===== src/rtl/tt_sweep_pkg.sv =====
`default_nettype none
// ============================================================================
// Module   : tt_sweep_pkg
// Purpose  : Shared types and helpers for the truth-table sweep controller.
//            Provides the FSM state encoding, the default gate input count
//            and a latency helper giving the cycle in which `done` is high,
//            counted from the edge that accepts `start`.
// Revision : 1.0 - initial release
// ============================================================================
package tt_sweep_pkg;

    localparam int TT_N_IN_DEFAULT = 4;

    typedef enum logic [1:0] {
        ST_IDLE   = 2'd0,
        ST_SETTLE = 2'd1,
        ST_SAMPLE = 2'd2,
        ST_DONE   = 2'd3
    } tt_sweep_state_e;

    // Cycle (counted from the start-accept edge) in which `done` is high.
    function automatic int tt_sweep_latency(input int n_in, input int settle);
        return (2 ** n_in) * (settle + 1) + 1;
    endfunction

endpackage
`default_nettype wire


===== src/rtl/tt_settle_timer.sv =====
`default_nettype none
// ============================================================================
// Module   : tt_settle_timer
// Purpose  : Loadable down-counter that measures the settle interval of one
//            vector. Counts down to zero and holds there.
// Ports    : clk, rst      - clock, synchronous active-high reset
//            load          - load `value` into the counter this edge
//            value [W]     - reload value
//            expired       - counter is zero
// Revision : 1.0 - initial release
// ============================================================================
module tt_settle_timer #(
    parameter int W = 4
) (
    input  logic         clk,
    input  logic         rst,
    input  logic         load,
    input  logic [W-1:0] value,
    output logic         expired
);

    logic [W-1:0] r_count;

    always_ff @(posedge clk) begin
        if (rst) begin
            r_count <= '0;
        end else if (load) begin
            r_count <= value;
        end else if (r_count != '0) begin
            r_count <= r_count - W'(1);
        end
    end

    assign expired = (r_count == '0);

endmodule
`default_nettype wire


===== src/rtl/tt_sweep_ctrl.sv =====
`default_nettype none
// ============================================================================
// Module   : tt_sweep_ctrl
// Purpose  : Sweeps every input combination of one N_IN-input gate in
//            ascending order, waits SETTLE cycles per vector, samples the
//            gate output into a captured truth table and compares it with a
//            latched expected table.
// Ports    : clk, rst           - clock, synchronous active-high reset
//            start, abort       - begin sweep (IDLE only) / cancel sweep
//            expected_tt [TT_W] - reference table, latched on accepted start
//            gate_in [N_IN]     - vector driven to the gate (bit 0 -> _0)
//            gate_out           - gate response
//            busy, done         - sweeping / one-cycle completion pulse
//            captured_tt [TT_W] - sampled table
//            match              - captured == expected, valid from done
//            first_bad_idx      - lowest mismatching index (logging build)
//            bad_cnt [N_IN+1]   - mismatching index count (logging build)
// Config   : TT_SWEEP_MISMATCH_LOG_EN enables first_bad_idx / bad_cnt;
//            otherwise both outputs are tied to zero.
// Revision : 1.0 - initial release
// ============================================================================
module tt_sweep_ctrl
    import tt_sweep_pkg::*;
#(
    parameter  int N_IN   = TT_N_IN_DEFAULT,
    parameter  int SETTLE = 1,
    localparam int TT_W   = 2 ** N_IN
) (
    input  logic            clk,
    input  logic            rst,
    input  logic            start,
    input  logic            abort,
    input  logic [TT_W-1:0] expected_tt,
    output logic [N_IN-1:0] gate_in,
    input  logic            gate_out,
    output logic            busy,
    output logic            done,
    output logic [TT_W-1:0] captured_tt,
    output logic            match,
    output logic [N_IN-1:0] first_bad_idx,
    output logic [N_IN:0]   bad_cnt
);

    localparam logic [N_IN:0] c_last_idx = (N_IN + 1)'(TT_W - 1);
    // The timer counts the SETTLE cycles as reload..0, so it is loaded with
    // SETTLE-1. With SETTLE=0 the SETTLE state is never entered.
    localparam logic [3:0]    c_reload   = 4'((SETTLE > 0) ? (SETTLE - 1) : 0);

    tt_sweep_state_e r_state;
    logic [N_IN:0]   r_idx;
    logic [TT_W-1:0] r_exp;

    logic w_accept;
    logic w_load;
    logic w_expired;

    assign w_accept = (r_state == ST_IDLE) && start && !abort;
    assign w_load   = w_accept || ((r_state == ST_SAMPLE) && (r_idx != c_last_idx));
    assign gate_in  = r_idx[N_IN-1:0];

    tt_settle_timer #(
        .W (4)
    ) u_timer (
        .clk     (clk),
        .rst     (rst),
        .load    (w_load),
        .value   (c_reload),
        .expired (w_expired)
    );

    always_ff @(posedge clk) begin
        if (rst) begin
            r_state     <= ST_IDLE;
            r_idx       <= '0;
            r_exp       <= '0;
            captured_tt <= '0;
            match       <= 1'b0;
            busy        <= 1'b0;
            done        <= 1'b0;
        end else begin
            done <= 1'b0;
            case (r_state)
                ST_IDLE: begin
                    if (w_accept) begin
                        r_exp       <= expected_tt;
                        captured_tt <= '0;
                        match       <= 1'b0;
                        r_idx       <= '0;
                        busy        <= 1'b1;
                        r_state     <= (SETTLE == 0) ? ST_SAMPLE : ST_SETTLE;
                    end
                end
                ST_SETTLE: begin
                    if (abort) begin
                        busy    <= 1'b0;
                        r_state <= ST_IDLE;
                    end else if (w_expired) begin
                        r_state <= ST_SAMPLE;
                    end
                end
                ST_SAMPLE: begin
                    if (abort) begin
                        busy    <= 1'b0;
                        r_state <= ST_IDLE;
                    end else begin
                        captured_tt[r_idx[N_IN-1:0]] <= gate_out;
                        if (r_idx == c_last_idx) begin
                            busy    <= 1'b0;
                            r_state <= ST_DONE;
                        end else begin
                            r_idx   <= r_idx + (N_IN + 1)'(1);
                            r_state <= (SETTLE == 0) ? ST_SAMPLE : ST_SETTLE;
                        end
                    end
                end
                ST_DONE: begin
                    // The last sample landed on the previous edge, so the
                    // compare sees the complete table here.
                    if (!abort) begin
                        done  <= 1'b1;
                        match <= (captured_tt == r_exp);
                    end
                    r_state <= ST_IDLE;
                end
                default: begin
                    busy    <= 1'b0;
                    r_state <= ST_IDLE;
                end
            endcase
        end
    end

`ifdef TT_SWEEP_MISMATCH_LOG_EN
    logic [N_IN-1:0] r_first_bad;
    logic [N_IN:0]   r_bad_cnt;
    logic            w_bad;

    assign w_bad = (r_state == ST_SAMPLE) && !abort &&
                   (gate_out != r_exp[r_idx[N_IN-1:0]]);

    always_ff @(posedge clk) begin
        if (rst || w_accept) begin
            r_first_bad <= '0;
            r_bad_cnt   <= '0;
        end else if (w_bad) begin
            r_bad_cnt <= r_bad_cnt + (N_IN + 1)'(1);
            if (r_bad_cnt == '0) begin
                r_first_bad <= r_idx[N_IN-1:0];
            end
        end
    end

    assign first_bad_idx = r_first_bad;
    assign bad_cnt       = r_bad_cnt;
`else
    assign first_bad_idx = '0;
    assign bad_cnt       = '0;
`endif

endmodule
`default_nettype wire

===== config.mk =====
export PLATFORM = sky130hd
export DESIGN_NAME = tt_sweep_ctrl
export DESIGN_NICKNAME = d
export VERILOG_FILES = /design/src/rtl/tt_sweep_pkg.sv /design/src/rtl/tt_settle_timer.sv /design/src/rtl/tt_sweep_ctrl.sv
export SDC_FILE = /design/constraint.sdc
export NUM_CORES = 1
export LEC_CHECK = 0
export BUFFER_PORTS_ARGS = -buffer_cell sky130_fd_sc_hd__buf_2
export CORE_UTILIZATION = 58
export CTS_CLUSTER_SIZE = 16
export DETAILED_ROUTE_END_ITERATION = 10
export GPL_ROUTABILITY_DRIVEN = 0
export PLACE_DENSITY_LB_ADDON = 0.2
export SYNTH_ARGS = -nofsm -noshare
export SYNTH_HDL_FRONTEND = slang
export SYNTH_SLANG_ARGS = --single-unit

===== constraint.sdc =====
create_clock -name clk -period 4.4 [get_ports clk]
set_input_delay 0.22 -clock clk [delete_from_list [all_inputs] [get_ports clk]]
set_output_delay 0.22 -clock clk [all_outputs]
set_load 0.01 [all_outputs]

# Yosys cells after proc, flatten, opt, wreduce, memory -nomap -nowiden
# Cells that the tools add are included.
[classes]
addsub = 2
mux = 25
reduce_logical = 20
magnitude_cmp = 2
n_bitwise = 1
n_eq_ne = 13
[ops]
columns = ["operator", "count"]
rows = [
  ["two-way mux 16 bit", 2],
  ["one-hot mux 16 bit (2 select lines)", 1],
  ["bitwise mux 16 bit", 1],
  ["equality test 16 bit", 1],
  ["two-way mux 5 bit", 3],
  ["two-way mux 2 bit", 5],
  ["inequality test 2 bit (second input constant)", 5],
  ["one-hot mux 5 bit (2 select lines)", 1],
  ["two-way mux 1 bit", 8],
  ["one-hot mux 2 bit (4 select lines)", 1],
  ["AND reduction 4 bit", 2],
  ["inequality test 3 x 2 -> 1 bit (second input constant)", 2],
  ["AND reduction 3 bit", 2],
  ["adder 5 x 1 -> 5 bit (second input constant)", 1],
  ["equality test 5 x 4 -> 1 bit (second input constant)", 1],
  ["< comparator 4 x 5 -> 1 bit (second input constant)", 1],
  ["inequality test 5 x 4 -> 1 bit (second input constant)", 1],
  ["demux 1 bit (select 4 bit)", 1],
  ["equality test 2 bit (second input constant)", 2],
  ["greater-or-equal comparator 4 x 1 -> 1 bit (second input constant)", 1],
  ["logical AND 1 bit", 4],
  ["logical NOT 4 bit", 1],
  ["AND reduction 2 bit", 2],
  ["nonzero test 2 bit", 2],
  ["other kinds (11)", 12],
]
[word_totals]
out_inout_bits = 32
input_bits = 21
reg_bits = 46
wordCells = 71

# Logic depth before layout (Yosys ltp)
# Gate-level depths: netlist of run 1.
[depth]
word_depth = 7
depth_mapped = 8
depth_no_buf = 8

# Hierarchy
# Synthesis of run 1 repeated with hierarchy kept, for this count alone.
[unflattened]
cells_unflattened = 302
area_unflattened_um2 = 2444.8
[by_module_without_submodules]
columns = ["mod", "seq_area_each_um2", "cells_per_inst", "instances", "area_per_inst_um2"]
rows = [
  ["tt_sweep_ctrl", 840.8, 278, 1, 2215.9],
  ["tt_settle_timer", 80.1, 24, 1, 229.0],
]

# Worst setup path after synthesis of run 1
# Ideal clock, no wire load.
[synth_path]
path_kind = "register -> register"
from = "reg r_idx[0]"
to = "reg r_idx[3]"
setup_time_ps = 70
stages_incl_launch_ff = 9
period_less_slack_ps = 1714
n_path_buf = 0
setup_slack_ps = 2686
required_time_ps = 4330
arrival_ps = 1644
cell_sequence = "dfxtp_1 ha_1 inv_1 nor2_1 ha_1 nand2_1 o2111ai_2 or3_1 a21oi_1"
[synth_between]
elab_chain_len = 4
elab_cells_between_ends = 7
cone_classes = "add/sub: 1; eq/ne: 2; mux: 3; reduce/logical: 1"
[synth_rtl]
columns = ["item", "line_no", "source"]
rows = [
  ["start, declared", "tt_sweep_ctrl.sv:50", "logic [N_IN:0] r_idx;"],
  ["start signal, assigned", "tt_sweep_ctrl.sv:111", "r_idx <= r_idx + (N_IN + 1)'(1);"],
  ["adder 5 x 1 -> 5 bit", "tt_sweep_ctrl.sv:111", ""],
  ["two-way mux 5 bit", "tt_sweep_ctrl.sv:107", "if (r_idx == c_last_idx) begin"],
  ["two-way mux 5 bit", "tt_sweep_ctrl.sv:102", "if (abort) begin"],
  ["one-hot mux 5 bit (2 select lines)", "tt_sweep_ctrl.sv:82", "case (r_state)"],
]
# Several ways; a longest one is shown, not always the timed one. The select of a mux whose other input is x is not followed.
# A chain may end at the register's enable or synchronous reset.

# Worst setup path after layout of run 1
[layout_path]
from = "reg r_state[0]"
to = "reg captured_tt[0]"
[layout_between]
elab_chain_len = 5
elab_cells_between_ends = 9
cone_classes = "eq/ne: 3; mux: 1; reduce/logical: 5"
[layout_rtl]
columns = ["item", "line_no", "source"]
rows = [
  ["start, declared", "tt_sweep_ctrl.sv:49", "tt_sweep_state_e r_state;"],
  ["start signal, assigned", "tt_sweep_ctrl.sv:90", "r_state <= (SETTLE == 0) ? ST_SAMPLE : ST_SETTLE;"],
  ["start signal, assigned", "tt_sweep_ctrl.sv:112", "r_state <= (SETTLE == 0) ? ST_SAMPLE : ST_SETTLE;"],
  ["logical NOT 2 bit", "tt_sweep_ctrl.sv:57, tt_sweep_ctrl.sv:82", ""],
  ["logical AND 1 bit (2 in series)", "tt_sweep_ctrl.sv:57", "assign w_accept = (r_state == ST_IDLE) && start && !abort;"],
  ["inequality test 2 bit (no line)", "--", ""],
  ["AND reduction 3 bit (no line)", "--", ""],
  ["end signal, assigned by index", "tt_sweep_ctrl.sv:106", "captured_tt[r_idx[N_IN-1:0]] <= gate_out;"],
  ["end, declared", "tt_sweep_ctrl.sv:38", "output logic [TT_W-1:0] captured_tt,"],
]
# Several ways; a longest one is shown, not always the timed one.

==> results.yml, run 1 <==
finish:
  n_antenna_cell: 0
  fill_cells: 376
  final_util_pct: 66.5
  multi_input_area_um2: 1360
  layout.area.seq_um2: 921
  drive_gt1_share_pct: 16.8
  areaGrowthSynthToFinish_pct: 9.74
  finalNetCount: 360
worst_setup_path:
  cp-start-kind: "register"
  arrival_ns: 2.25
  criticalPathCategory: "register to register"
  critical_path.max_fanout: 23
  cp-end-kind: "register"
  path_cells: "inv_1 -> ha_1 -> mux2i_1 -> or2_1 -> o21ai_0 -> a21oi_1"
  crit_start: "r_state[0]"
  worstPathRequired_ns: 4.56
  max_stage_delay_ns: 0.55
  r2r-start: "r_state[0]"
  cp_slowest_cell: "ha_1"
yosys:
  synth_edf_count: 0
  netlist_area_um2: 2440
  syn_area_per_cell_um2: 8.33
  ys.flop_type: "dfxtp_1"
  yosys_register_bits: 46
  yosysSeqAreaShare_pct: 37.7
  syn_inst: 293
  synth.distinct_cells: 40
  postSynth.asyncResetShare_pct: 0
  ys_warn_count: 0
floorplan:
  initial_core_util_pct: 60.6
  die_h_um: 66.9
  rows: 23
  dieArea_um2: 4470
  coreArea_um2: 4030
  die_x_um: 66.9
  ios: 53
global_routing:
  grt_pass1_vias: 1785
  grt_start_max_net_pins: 37
  antenna_found_initial: 0
  track_usage_pct: 24.7
  grt_pass1_wl_mm: 8.26
  grt-ovfl-total: 0
sta:
  slew_headroom_pct: 55.5
  slew_violations: 0
  timing.fmax_mhz: 477
  finalCriticalPeriod_ns: 2.09
  worst_slew_pin_slew_ns: 0.666
  skew_ns: 0.00886
  setup_viol: 0
  rsz0062_at_grt: "no"
  final-hold-violation-count: 0
  fin_setup_tns_ns: 0
  timing.final.crit_share_pct: 47.6
placed_design:
  dpl.hpwl_mm: 3.83
  portBuffers: 43
detailed_routing:
  viasPerCell: 5.40
  drtPass1Iterations: 4
  drc: 0
  vias: 2035
  drt_iter0_drc: 92
  ant_nets: 0
  routed_wl_mm: 5.20
  post_drt_wl_per_cell_um: 13.8
clock_network:
  htree_num_levels: 2
  clock_latency_ns: 0.30
  clock_sink_count: 46
  root_buffer: "clkbuf_8"
  cts_tree: "yes"
  max-clock-path-buffers: 2
  clk_pin_slew_ns: 0.08
  ctsHoldBuffers: 0
  numCtsBuffers: 5
  cts-resized-gates: 0
  post_cts_buffers: 0
power:
  p_leak_nw: 1.13
  ir_worst_vdd_uv: 193
  power_density_nw_per_um2: 366
worst_hold_path:
  hold_start: "expected_tt[2]"
  hp-class: "primary input to register"
status:
  status: "completed"
flow_run:
  drv_cap: 0
==> layout make-up <==
| type | instances | area share, % |
|---|---|---|
| Clock buffer | 6 | 2.71 |
| Clock inverter | 1 | 0.280 |
| Tap cell | 50 | 2.34 |
| Inverter | 10 | 1.40 |
| Timing Repair Buffer | 43 | 8.03 |
| Multi-Input combinational cell | 221 | 50.9 |
| Sequential cell | 46 | 34.4 |
==> kinds of logic after synthesis <==
logic type      Yosys count  share of synthesized area [%]
simple gates             96                           20.1
mux                       3                           1.23
compound gates           81                           19.7
buf+inv                  34                           7.69
other cells               1                          0.154
flops                    46                           37.7
xor+xnor                 20                           7.18
fa+ha+maj                12                           6.15
==> synthesized netlist by cell type (2+ instances only) <==
master / n / area [µm²]
and2_1: 2 / 12.5
xnor2_1: 7 / 61.3
nand2_1: 37 / 139
ha_1: 12 / 150
inv_1: 9 / 33.8
o21ai_0: 7 / 35.0
nor3_1: 3 / 15.0
buf_4: 14 / 105
or3b_1: 2 / 17.5
nand3_1: 2 / 10.0
nand4_1: 6 / 37.5
nor2b_1: 3 / 18.8
o21ai_1: 13 / 65.1
a21boi_0: 15 / 113
mux2i_1: 3 / 30.0
a21oi_1: 38 / 190
xor2_1: 13 / 114
or3_1: 2 / 12.5
nor2_1: 12 / 45.0
a211oi_1: 2 / 15.0
buf_2: 6 / 30.0
nand2b_1: 14 / 87.6
or2_0: 3 / 18.8
nor4_1: 4 / 25.0
dfxtp_1: 46 / 921
clkbuf_1: 4 / 15.0
==> power by group <==
group          internal (mW)  switching (mW)  leakage [nW]
registers              0.451          0.0287         0.374
clock network          0.109           0.137        0.0373
logic                  0.107           0.147         0.717
total                  0.667           0.312          1.13
==> layout by cell type, fill, tap and decap left out, types with 2 or more instances in the layout <==
cell,netlist,final
xor2_1,13,13
a211oi_1,2,2
nand2b_1,14,14
nor2b_1,3,3
nor4_1,4,4
or3_1,2,2
inv_1,9,9
clkbuf_8,0,5
ha_1,12,12
mux2i_1,3,3
nor2_1,12,12
nand4_1,6,6
buf_2,6,43
nor3_1,3,3
o21ai_1,13,13
a21boi_0,15,15
dfxtp_1,46,46
a21oi_1,38,38
or2_0,3,3
nand2_1,37,37
nand3_1,2,2
or3b_1,2,2
conb_1,1,9
xnor2_1,7,7
and2_1,2,2
o21ai_0,7,7
==> flip-flops by register name (all words and copies together), names as in the netlist <==
name	count
captured_tt	16
r_exp	16
r_idx	5
u_timer.r_count	4
r_state	2
busy	1
done	1
match	1
==> worst max-delay path: cells and delay by family (launching register included) <==
kind,cells,cell delay (ns)
buffers and inverters,1,0.09
DFF,1,0.35
and+or+nand+nor,1,0.44
AOI/OAI and AO/OA,2,0.34
muxes,1,0.18
adders and majority gates,1,0.55
==> worst paths after layout <==
check,end,slack [ns],cells after the start
worst min-delay path,r_exp[2],0.15,3
worst min register to register,r_exp[6],0.47,2
worst max register to register,captured_tt[0],2.31,6
worst max-delay path,captured_tt[0],2.31,6
==> through the flow <==
| stage | std cells | hold slack (ns) | worst slack [ns] | power, mW | area (µm²) |
|---|---|---|---|---|---|
| final | 377 | 0.147 | 2.31 | 0.979 | 2680 |
| after global placement | 370 | 0.456 | 2.41 | 0.736 | 2600 |
| after global routing | 377 | 0.153 | 2.14 | 1.03 | 2680 |
| after detailed placement | 370 | 0.465 | 2.35 | 0.741 | 2600 |
| after CTS | 377 | 0.145 | 2.34 | 0.986 | 2680 |
| after floorplan | 301 | 0.356 | 2.69 | 0.696 | 2470 |
==> per-layer routing <==
layer  up-vias  track usage (%)  routed length (µm)  part of all wire [%]
met5         -                0                   0                     0
met3         7             5.14                 245                   4.7
li1       1049                -                   -                     -
met2        48             37.0                2300                    44
met4         0             9.04                  77                   1.5
met1       931             34.5                2580                    50
Power figures use the tool's default switching activity.
==> inputs of run 2 (changes only) <==
- CORE_UTILIZATION: 58 -> 54
- clock period: 4.4 -> 2.03 ns (I/O delays scaled with it)
==> run 2 against run 1 <==
Sequential cell count unchanged. Final area increased by 3.9%. Critical path depth increased by 2. Non-clock buffer count increased by 8. Clock power increased by 140%. Sequential power increased by 120%. Wire length increased by 3.2%. Sequential share of layout area decreased by 1.3 points. First-iteration DRC count increased by 26%. Core utilization decreased by 2.6 points.
==> results.yml, run 2 (synthesis gave the netlist of run 1 again) <==
global_routing:
  grt_start_max_net_pins: 37
  track_usage_pct: 23.4
  antenna_found_initial: 0
  grt_pass1_wl_mm: 9.09
  grt-ovfl-total: 0
  grt_pass1_vias: 1943
sta:
  slew_violations: 0
  setup_viol: 0
  timing.fmax_mhz: 540
  slew_headroom_pct: 56.1
  timing.hold.ws_ns: 0.0361
  final-hold-violation-count: 0
  skew_ns: 0.00979
  worst_slew_pin_slew_ns: 0.658
  rsz0062_at_grt: "no"
  timing.final.crit_share_pct: 91.3
  finalCriticalPeriod_ns: 1.85
  fin_setup_tns_ns: 0
floorplan:
  ios: 53
  rows: 24
  die_x_um: 69.2
  coreArea_um2: 4350
  die_h_um: 69.2
  dieArea_um2: 4790
  initial_core_util_pct: 56.1
worst_setup_path:
  critical_path.max_fanout: 6
  worstPathRequired_ns: 2.27
  path_cells: "ha_2 -> inv_1 -> nor2_1 -> ha_1 -> nand2_1 -> o2111ai_4 -> or3_1 -> a21oi_1"
  cp-end-kind: "register"
  critPathBufInv: 1
  cp-start-kind: "register"
  arrival_ns: 2.09
  crit_family: "simple AND/OR/NAND/NOR gates"
  criticalPathCategory: "register to register"
  cp_slowest_cell: "dfxtp_1"
  max_stage_delay_ns: 0.38
placed_design:
  dpl.hpwl_mm: 3.94
  portBuffers: 43
clock_network:
  clk_pin_slew_ns: 0.09
  post_cts_buffers: 0
  clock_latency_ns: 0.30
  root_buffer: "clkbuf_8"
  cts_tree: "yes"
  numCtsBuffers: 5
  htree_num_levels: 2
  max-clock-path-buffers: 2
  clock_sink_count: 46
finish:
  reg_top3: "captured_tt: 16 flops, r_exp: 16 flops, r_idx: 5 flops"
  final_util_pct: 63.9
  finalNetCount: 368
  drive_gt1_share_pct: 19.6
  areaGrowthSynthToFinish_pct: 14.0
  final_cell_mix: "46 x dfxtp_1, 43 x buf_2, 38 x a21oi_1"
  layout_commonest_cell: "dfxtp_1"
  fill_cells: 395
  n_antenna_cell: 0
flow_run:
  drv_cap: 0
detailed_routing:
  ant_nets: 0
  viasPerCell: 5.36
  drtPass1Iterations: 4
  drt_iter0_drc: 116
  routed_wl_mm: 5.36
  post_drt_wl_per_cell_um: 13.8
  drc: 0
  vias: 2080
power:
  ir_worst_vdd_uv: 303
  p_leak_nw: 1.18
  power_density_nw_per_um2: 794
worst_hold_path:
  hp-class: "primary input to register"
status:
  status: "completed"
-- run 2: path summary, 6_finish.rpt --
check | start | endpoint | slack [ns] | cells past startpoint
setup reg to reg | r_idx[0] | r_idx[3] | 0.18 | 8
setup / recovery | r_idx[0] | r_idx[3] | 0.18 | 8
hold / removal | expected_tt[14] | r_exp[14] | 0.04 | 3
hold reg to reg | r_exp[14] | r_exp[14] | 0.47 | 2
-- run 2: report_power, final --
part | internal, mW | total (mW) | switching (mW)
logic | 0.257 | 0.587 | 0.330
registers | 0.978 | 1.04 | 0.0626
clock network | 0.275 | 0.581 | 0.306
total | 1.51 | 2.21 | 0.698
-- run 2: tightest hold or removal path, cell delays in order --
cell	delay, ns
buf_2	0.09
nand2_1	0.04
a21oi_1	0.05
-- run 2: metal layers --
metal	global-route usage [%]	wire, µm	vias to the layer above
li1	-	-	1057
met1	32.5	2680	967
met2	36.8	2420	49
met3	5.09	202	7
met4	6.12	63	0
met5	0	0	-
-- run 2: layout make-up --
type | count | area, µm² | area share [%]
tap | 52 | 65.1 | 2.34
sequential | 46 | 921 | 33.1
multi-input combinational | 221 | 1380 | 49.6
clock buffer | 7 | 86.3 | 3.10
timing repair buffer | 51 | 288 | 10.3
inverter | 10 | 37.5 | 1.35
clock inverter | 1 | 5.00 | 0.180
-- run 2: metrics by stage --
step                      std cells  setup slack, ns  power (mW)  area (µm²)
final                           388            0.176        2.21        2780
after global placement          380            0.177        1.62        2670
after global routing            388           0.0338        2.34        2780
after detailed placement        380           0.0997        1.64        2670
after floorplan                 301            0.316        1.51        2470
after CTS                       388           0.0858        2.21        2770
-- run 2: what timing repair did --
item	in CTS	in global routing
endpoints found under the setup margin	0	4
hold buffers	0	0
gates resized for setup	0	3
